File: config.mk
export PLATFORM = sky130hd
export DESIGN_NAME = alu_ctrl_fsm_flat
export DESIGN_NICKNAME = d
export VERILOG_FILES = /design/src/rtl/alu_ctrl_pkg.sv /design/src/rtl/alu_ctrl_fsm_if.sv /design/src/rtl/alu_ctrl_fsm_onehot_dec.sv /design/src/rtl/alu_ctrl_fsm.sv /design/src/flat_wrapper.sv
export SDC_FILE = /design/constraint.sdc
export NUM_CORES = 1
export LEC_CHECK = 0
export ABC_CLOCK_PERIOD_IN_PS = 4700
export CAP_MARGIN = 20
export CORE_MARGIN = 2
export CORE_UTILIZATION = 40
export CTS_BUF_LIST = sky130_fd_sc_hd__clkbuf_4 sky130_fd_sc_hd__clkbuf_8 sky130_fd_sc_hd__clkbuf_16
export DETAILED_ROUTE_END_ITERATION = 12
export PLACE_DENSITY = 0.83
export SLEW_MARGIN = 10
export SYNTH_ARGS = -nofsm -noshare
export SYNTH_HDL_FRONTEND = slang
export SYNTH_SLANG_ARGS = --single-unit
File: constraint.sdc
create_clock -name clk -period 4.7 [get_ports clk]
set_clock_uncertainty 0.2 [all_clocks]
set_input_delay 0.705 -clock clk [delete_from_list [all_inputs] [get_ports clk]]
set_output_delay 0.705 -clock clk [all_outputs]
set_load 0.01 [all_outputs]
File: src/rtl/alu_ctrl_pkg.sv
// Shared types for the ALU instruction sequencer: state encoding, opcodes and mode decode.
package alu_ctrl_pkg;

   typedef enum logic [3:0] {
      S_IDLE  = 4'd0,
      S_RD_A  = 4'd1,
      S_LD_A  = 4'd2,
      S_RD_B  = 4'd3,
      S_LD_B  = 4'd4,
      S_LATCH = 4'd5,
      S_WB    = 4'd6,
      S_DONE  = 4'd7,
      S_ERR   = 4'd8
   } state_t;

   localparam logic [3:0] OPC_ALUI0 = 4'h0;
   localparam logic [3:0] OPC_ALUI1 = 4'h1;
   localparam logic [3:0] OPC_ALUR0 = 4'h2;
   localparam logic [3:0] OPC_ALUR1 = 4'h3;

   function automatic logic opc_is_imm(input logic [3:0] op);
      return (op == OPC_ALUI0) || (op == OPC_ALUI1);
   endfunction

   function automatic logic opc_is_reg(input logic [3:0] op);
      return (op == OPC_ALUR0) || (op == OPC_ALUR1);
   endfunction

   function automatic logic opc_valid(input logic [3:0] op);
      return opc_is_imm(op) || opc_is_reg(op);
   endfunction

endpackage

File: src/rtl/alu_ctrl_fsm_if.sv
// Decoder-side handshake plus bus/ALU control strobes of the ALU instruction sequencer.
interface alu_ctrl_fsm_if #(
   parameter int DATA_W   = 16,
   parameter int NUM_REGS = 6,
   parameter int FIELD_W  = 6
);
   logic [4+2*FIELD_W-1:0] instruction;
   logic                   start;
   logic                   busy;
   logic                   done;
   logic                   illegal;
   logic                   pc_inc;
   logic [NUM_REGS-1:0]    rx_out;
   logic [NUM_REGS-1:0]    rx_in;
   logic                   alu_in0;
   logic                   alu_in1;
   logic                   alu_out_latch;
   logic                   alu_out_en;
   logic                   imm_out_en;
   logic [DATA_W-1:0]      imm_out;

   modport master (
      input  instruction, start,
      output busy, done, illegal, pc_inc, rx_out, rx_in,
             alu_in0, alu_in1, alu_out_latch, alu_out_en, imm_out_en, imm_out
   );

   modport slave (
      output instruction, start,
      input  busy, done, illegal, pc_inc, rx_out, rx_in,
             alu_in0, alu_in1, alu_out_latch, alu_out_en, imm_out_en, imm_out
   );
endinterface

File: src/rtl/alu_ctrl_fsm_onehot_dec.sv
// Register index to one-hot enable; register 0 maps to the MSB, out-of-range gives all zeros.
module onehot_dec #(
   parameter int FIELD_W  = 6,
   parameter int NUM_REGS = 6
) (
   input  logic [FIELD_W-1:0]  idx,
   output logic [NUM_REGS-1:0] oh
);
   always_comb begin
      oh = '0;
      for (int unsigned i = 0; i < NUM_REGS; i++) begin
         if (32'(idx) == i) oh[NUM_REGS-1-i] = 1'b1;
      end
   end
endmodule

File: src/rtl/alu_ctrl_fsm.sv
// Sequences one ALU instruction (immediate or register mode) over the shared data bus.
module alu_ctrl_fsm
   import alu_ctrl_pkg::*;
#(
   parameter int DATA_W   = 16,
   parameter int NUM_REGS = 6,
   parameter int FIELD_W  = 6
) (
   input  logic            clk,
   input  logic            rst,
   alu_ctrl_fsm_if.master  bus
);
   localparam int INSTR_W = 4 + 2*FIELD_W;

   state_t               state_q, state_d;
   logic [INSTR_W-1:0]   instr_q, instr_d;
   logic [3:0]           op_in;
   logic [FIELD_W-1:0]   p1_in, p2_in, p1_q, p2_q;
   logic                 imm_q, bad_idx;
   logic [NUM_REGS-1:0]  oh_p1, oh_p2;
   logic [NUM_REGS-1:0]  rx_out, rx_in;
   logic                 busy, done, illegal, pc_inc;
   logic                 alu_in0, alu_in1, alu_out_latch, alu_out_en, imm_out_en;

   assign op_in = bus.instruction[INSTR_W-1 -: 4];
   assign p1_in = bus.instruction[2*FIELD_W-1 -: FIELD_W];
   assign p2_in = bus.instruction[FIELD_W-1:0];
   assign p1_q  = instr_q[2*FIELD_W-1 -: FIELD_W];
   assign p2_q  = instr_q[FIELD_W-1:0];
   assign imm_q = opc_is_imm(instr_q[INSTR_W-1 -: 4]);

   // p2 is only a register index in register mode; as an immediate it may take any value
   assign bad_idx = (int'(p1_in) >= NUM_REGS) ||
                    (opc_is_reg(op_in) && (int'(p2_in) >= NUM_REGS));

   onehot_dec #(.FIELD_W(FIELD_W), .NUM_REGS(NUM_REGS)) u_dec_p1 (.idx(p1_q), .oh(oh_p1));
   onehot_dec #(.FIELD_W(FIELD_W), .NUM_REGS(NUM_REGS)) u_dec_p2 (.idx(p2_q), .oh(oh_p2));

   always_ff @(posedge clk) begin
      if (rst) begin
         state_q <= S_IDLE;
         instr_q <= '0;
      end else begin
         state_q <= state_d;
         instr_q <= instr_d;
      end
   end

   always_comb begin
      state_d       = state_q;
      instr_d       = instr_q;
      rx_out        = '0;
      rx_in         = '0;
      done          = 1'b0;
      illegal       = 1'b0;
      pc_inc        = 1'b0;
      alu_in0       = 1'b0;
      alu_in1       = 1'b0;
      alu_out_latch = 1'b0;
      alu_out_en    = 1'b0;
      imm_out_en    = 1'b0;
      busy          = (state_q != S_IDLE);
      case (state_q)
         S_IDLE: begin
            if (bus.start && opc_valid(op_in)) begin
               instr_d = bus.instruction;
               state_d = bad_idx ? S_ERR : S_RD_A;
            end
         end
         S_RD_A: begin
            rx_out  = oh_p1;
            pc_inc  = 1'b1;
            state_d = S_LD_A;
         end
         S_LD_A: begin
            rx_out  = oh_p1;
            alu_in0 = 1'b1;
            state_d = S_RD_B;
         end
         S_RD_B, S_LD_B: begin
            if (imm_q) imm_out_en = 1'b1;
            else       rx_out     = oh_p2;
            alu_in1 = (state_q == S_LD_B);
            state_d = (state_q == S_LD_B) ? S_LATCH : S_LD_B;
         end
         S_LATCH: begin
            alu_out_latch = 1'b1;
            state_d       = S_WB;
         end
         S_WB: begin
            alu_out_en = 1'b1;
            rx_in      = oh_p1;
            state_d    = S_DONE;
         end
         S_DONE: begin
            done    = 1'b1;
            state_d = S_IDLE;
         end
         S_ERR: begin
            done    = 1'b1;
            illegal = 1'b1;
            pc_inc  = 1'b1;
            state_d = S_IDLE;
         end
         default: state_d = S_IDLE;
      endcase
   end

   assign bus.busy          = busy;
   assign bus.done          = done;
   assign bus.illegal       = illegal;
   assign bus.pc_inc        = pc_inc;
   assign bus.rx_out        = rx_out;
   assign bus.rx_in         = rx_in;
   assign bus.alu_in0       = alu_in0;
   assign bus.alu_in1       = alu_in1;
   assign bus.alu_out_latch = alu_out_latch;
   assign bus.alu_out_en    = alu_out_en;
   assign bus.imm_out_en    = imm_out_en;
   assign bus.imm_out       = imm_out_en ? DATA_W'(p2_q) : '0;
endmodule

File: src/flat_wrapper.sv
// flat-port wrapper written by rule: the top's interface ports become plain ports
module alu_ctrl_fsm_flat import alu_ctrl_pkg::*;
#(
   parameter int DATA_W   = 16,
   parameter int NUM_REGS = 6,
   parameter int FIELD_W  = 6
)
  (clk, rst, bus_instruction, bus_start, bus_busy, bus_done, bus_illegal, bus_pc_inc, bus_rx_out, bus_rx_in, bus_alu_in0, bus_alu_in1, bus_alu_out_latch, bus_alu_out_en, bus_imm_out_en, bus_imm_out);
  alu_ctrl_fsm_if #(.DATA_W(DATA_W), .NUM_REGS(NUM_REGS), .FIELD_W(FIELD_W)) bus_i ();
  input  logic clk;
  input  logic rst;
  input wire logic [$bits(bus_i.instruction)-1:0] bus_instruction;
  input wire logic [$bits(bus_i.start)-1:0] bus_start;
  output wire logic [$bits(bus_i.busy)-1:0] bus_busy;
  output wire logic [$bits(bus_i.done)-1:0] bus_done;
  output wire logic [$bits(bus_i.illegal)-1:0] bus_illegal;
  output wire logic [$bits(bus_i.pc_inc)-1:0] bus_pc_inc;
  output wire logic [$bits(bus_i.rx_out)-1:0] bus_rx_out;
  output wire logic [$bits(bus_i.rx_in)-1:0] bus_rx_in;
  output wire logic [$bits(bus_i.alu_in0)-1:0] bus_alu_in0;
  output wire logic [$bits(bus_i.alu_in1)-1:0] bus_alu_in1;
  output wire logic [$bits(bus_i.alu_out_latch)-1:0] bus_alu_out_latch;
  output wire logic [$bits(bus_i.alu_out_en)-1:0] bus_alu_out_en;
  output wire logic [$bits(bus_i.imm_out_en)-1:0] bus_imm_out_en;
  output wire logic [$bits(bus_i.imm_out)-1:0] bus_imm_out;
  assign bus_i.instruction = bus_instruction;
  assign bus_i.start = bus_start;
  assign bus_busy = bus_i.busy;
  assign bus_done = bus_i.done;
  assign bus_illegal = bus_i.illegal;
  assign bus_pc_inc = bus_i.pc_inc;
  assign bus_rx_out = bus_i.rx_out;
  assign bus_rx_in = bus_i.rx_in;
  assign bus_alu_in0 = bus_i.alu_in0;
  assign bus_alu_in1 = bus_i.alu_in1;
  assign bus_alu_out_latch = bus_i.alu_out_latch;
  assign bus_alu_out_en = bus_i.alu_out_en;
  assign bus_imm_out_en = bus_i.imm_out_en;
  assign bus_imm_out = bus_i.imm_out;
  alu_ctrl_fsm #(.DATA_W(DATA_W), .NUM_REGS(NUM_REGS), .FIELD_W(FIELD_W)) u_core (.clk(clk), .rst(rst), .bus(bus_i));
endmodule
==> reports/metrics.cfg <==
[synthesis]
synthArstFlopShare = 0
ys_ff_latch = 19
synth_commonest_cells = dfxtp_1 (19), nand3_1 (15), a21oi_1 (14), buf_4 (10)
yosysTopAreaCell = dfxtp_1
synth_top_flop_cell = dfxtp_1
synth_edf_count = 0
syn_area_per_cell_sq_um = 7.836
yosysWarnings = 0
synthTopCellsByArea = dfxtp_1 (32%), buf_4 (6.3%), nand3_1 (6.3%)
yosys.cell_count.top_type = dfxtp_1
yosysTopAreaCellShare = 0.3193
synth.cell_area_sq_um = 1191
ys_types = 41
seq_area_frac_synth = 0.3193
netlist_instances = 152

[worst_setup_path]
reg2reg_slack_ns = 2.57
path_cells = nor4_4 -> inv_2 -> clkdlybuf4s50_1
cp.required_ns = 3.80
critPathSlowestCell = nor4_4
r2r_end = u_core.state_q[0]$_SDFFE_PP0P_
arrival_ns = 2.29
crit_buf_inv = 2
reg2regPathDepth = 4
worst-setup-path-type = register to primary output
cp-start-kind = register
crit_end = bus_busy
critPathTopFamily = buffers and inverters
cp_num_cells = 3
r2r-start = u_core.state_q[0]$_SDFFE_PP0P_
path_max_fanout = 16
critPathCaptureType = primary output
max_stage_delay_ns = 0.71
critPathLaunch = u_core.state_q[0]$_SDFFE_PP0P_

[placed_design]
place_area_sq_um = 1579
post-dp-hpwl_mm = 2.296
gp_congestion = 0.9046
io_buffers = 44
post-place-ws_ns = 1.866

[clock_network]
numCtsBuffers = 3
cts_tree = done
clk_path_buf_depth = 2
cts-root-buf = clkbuf_4
cts_resized = 0
htreeDepth = 1
cts_sinks = 19
clk_pin_slew_ns = 0.11
post_cts.repair.setup_buffers = 0
holdBufCountCts = 0
worstSkewPairLatency_ns = 0.29

[timing]
hold_viol = 0
tns_ns = 0
max_slew.worst_pin.slew_ns = 0.7761
fmax_mhz = 313.0
rsz0062_at_grt = false
fin_crit_sh = 0.6797
slew_headroom = 0.4692
drv_slew = 0
finalSetupViolations = 0
layout_setup_ws_ns = 1.505
period_needed_ns = 3.195

[grt]
grt_pass1_vias = 1107
grt_usage = 0.1731
grt_pass1_wl_mm = 4.698
grt.overflow.total = 0
antenna_found_initial = 0
grt_max_degree = 18

[power_and_ir_drop]
peakVddDrop_v = 0.0001477
p_leak_nw = 0.5356
power.total_mw = 0.2969
powerDensity_nw_per_um2 = 184.8

[final_layout]
drive_gt1_frac = 0.05789
syn2layout_area_growth_pct = 34.87
utilization = 0.5776
fill_cells = 281
nets = 210
postLayoutCellArea_sq_um = 1607
diodes = 0

[route]
drtPass1Iterations = 5
drt-initial-drc-count = 54
viasPerCell = 5.683
route.detailed.drc = 0
wl_mm = 2.919
wire_per_inst_um = 13.21
ant_nets = 0
vias = 1256

[outcome]
outcome = finished clean

[floorplanning]
die_y_um = 58.57
core_area_sq_um = 2781
pin_count = 56
floorplan.rows = 19
dieArea_sq_um = 3430
die_w_um = 58.57
initial_core_util = 0.4282

[hold_path]
hp-class = register to register

[job]
cap_violations = 0

[cell usage in the layout (no fill, tap or decap), drive strengths merged, types with 2 or more instances in the layout]
cell type       n
and3b           2
a2111oi         2
o32ai           2
a21oi          14
or3b            2
and2            5
nand2           5
clkbuf          3
nand2b          2
nor2            9
nand3          15
nand4b          2
nor3            6
nor3b           4
nor4b           2
nor4            3
o21ai          15
o211ai          3
inv             3
conb           10
dfxtp          19
o22ai           4
clkdlybuf4s50  44
[metal layers]
layer  wire [um]  part of all wire  vias to the layer above  GRT usage
met3         274             0.094                        2    0.03077
met5           0                 0                        -          0
li1            -                 -                      615          -
met1        1258              0.43                      579     0.2272
met2        1369              0.47                       60     0.2905
met4          16            0.0055                        0    0.05195
[sequential cells by signal (all words and copies together) (netlist names)]
register,cells
u_core.instr_q,15
u_core.state_q,4
[kinds of logic (layout without fill, tap and decap cells)]
group / Yosys count / count (layout) / synth area share
flip-flops: 19 / 19 / 0.3193
XOR/XNOR: 2 / 2 / 0.01471
AND/OR/NAND/NOR: 64 / 64 / 0.3299
buffers and inverters: 23 / 52 / 0.1208
AO/OA/AOI/OAI: 43 / 43 / 0.2122
other: 1 / 10 / 0.003148
[how the worst min path moves through the flow]
| stage | start | to | slack (ns) | cells after the start |
|---|---|---|---|---|
| 2_1_floorplan | u_core.instr_q[5]$_SDFFE_PP0P_ | u_core.instr_q[5]$_SDFFE_PP0P_ | 0.26 | 2 |
| 3_3_place_gp | u_core.instr_q[14]$_SDFFE_PP0P_ | u_core.instr_q[14]$_SDFFE_PP0P_ | 0.27 | 1 |
| 3_5_place_dp | u_core.instr_q[15]$_SDFFE_PP0P_ | u_core.instr_q[15]$_SDFFE_PP0P_ | 0.28 | 1 |
| 4_1_cts | u_core.instr_q[15]$_SDFFE_PP0P_ | u_core.instr_q[15]$_SDFFE_PP0P_ | 0.30 | 1 |
| 5_1_grt | u_core.instr_q[15]$_SDFFE_PP0P_ | u_core.instr_q[15]$_SDFFE_PP0P_ | 0.31 | 1 |
| 6_report | u_core.instr_q[15]$_SDFFE_PP0P_ | u_core.instr_q[15]$_SDFFE_PP0P_ | 0.29 | 1 |
[power breakdown]
group / internal [mW] / switching [mW] / total (mW)
sequential: 0.165 / 0.00471 / 0.170
clock: 0.0317 / 0.0502 / 0.0819
combinational: 0.0227 / 0.0226 / 0.0453
total: 0.219 / 0.0776 / 0.297
[through the flow]
stage,cells,hold WS (ns)
floorplan,161,0.2623
detailed placement,217,0.2810
global route,221,0.3065
finish,221,0.2948
global placement,217,0.2708
CTS,221,0.2967
[layout make-up]
cell class	count	area [sq um]	share of cell area
clock buffers	3	22.52	0.01402
clock inverters	1	5.005	0.003115
inverters	3	11.26	0.007009
multi-input cells	119	700.7	0.4361
flip-flops and latches	19	380.4	0.2368
well taps	31	38.79	0.02414
repair buffers	45	447.9	0.2788
Power figures use the tool's default switching activity.
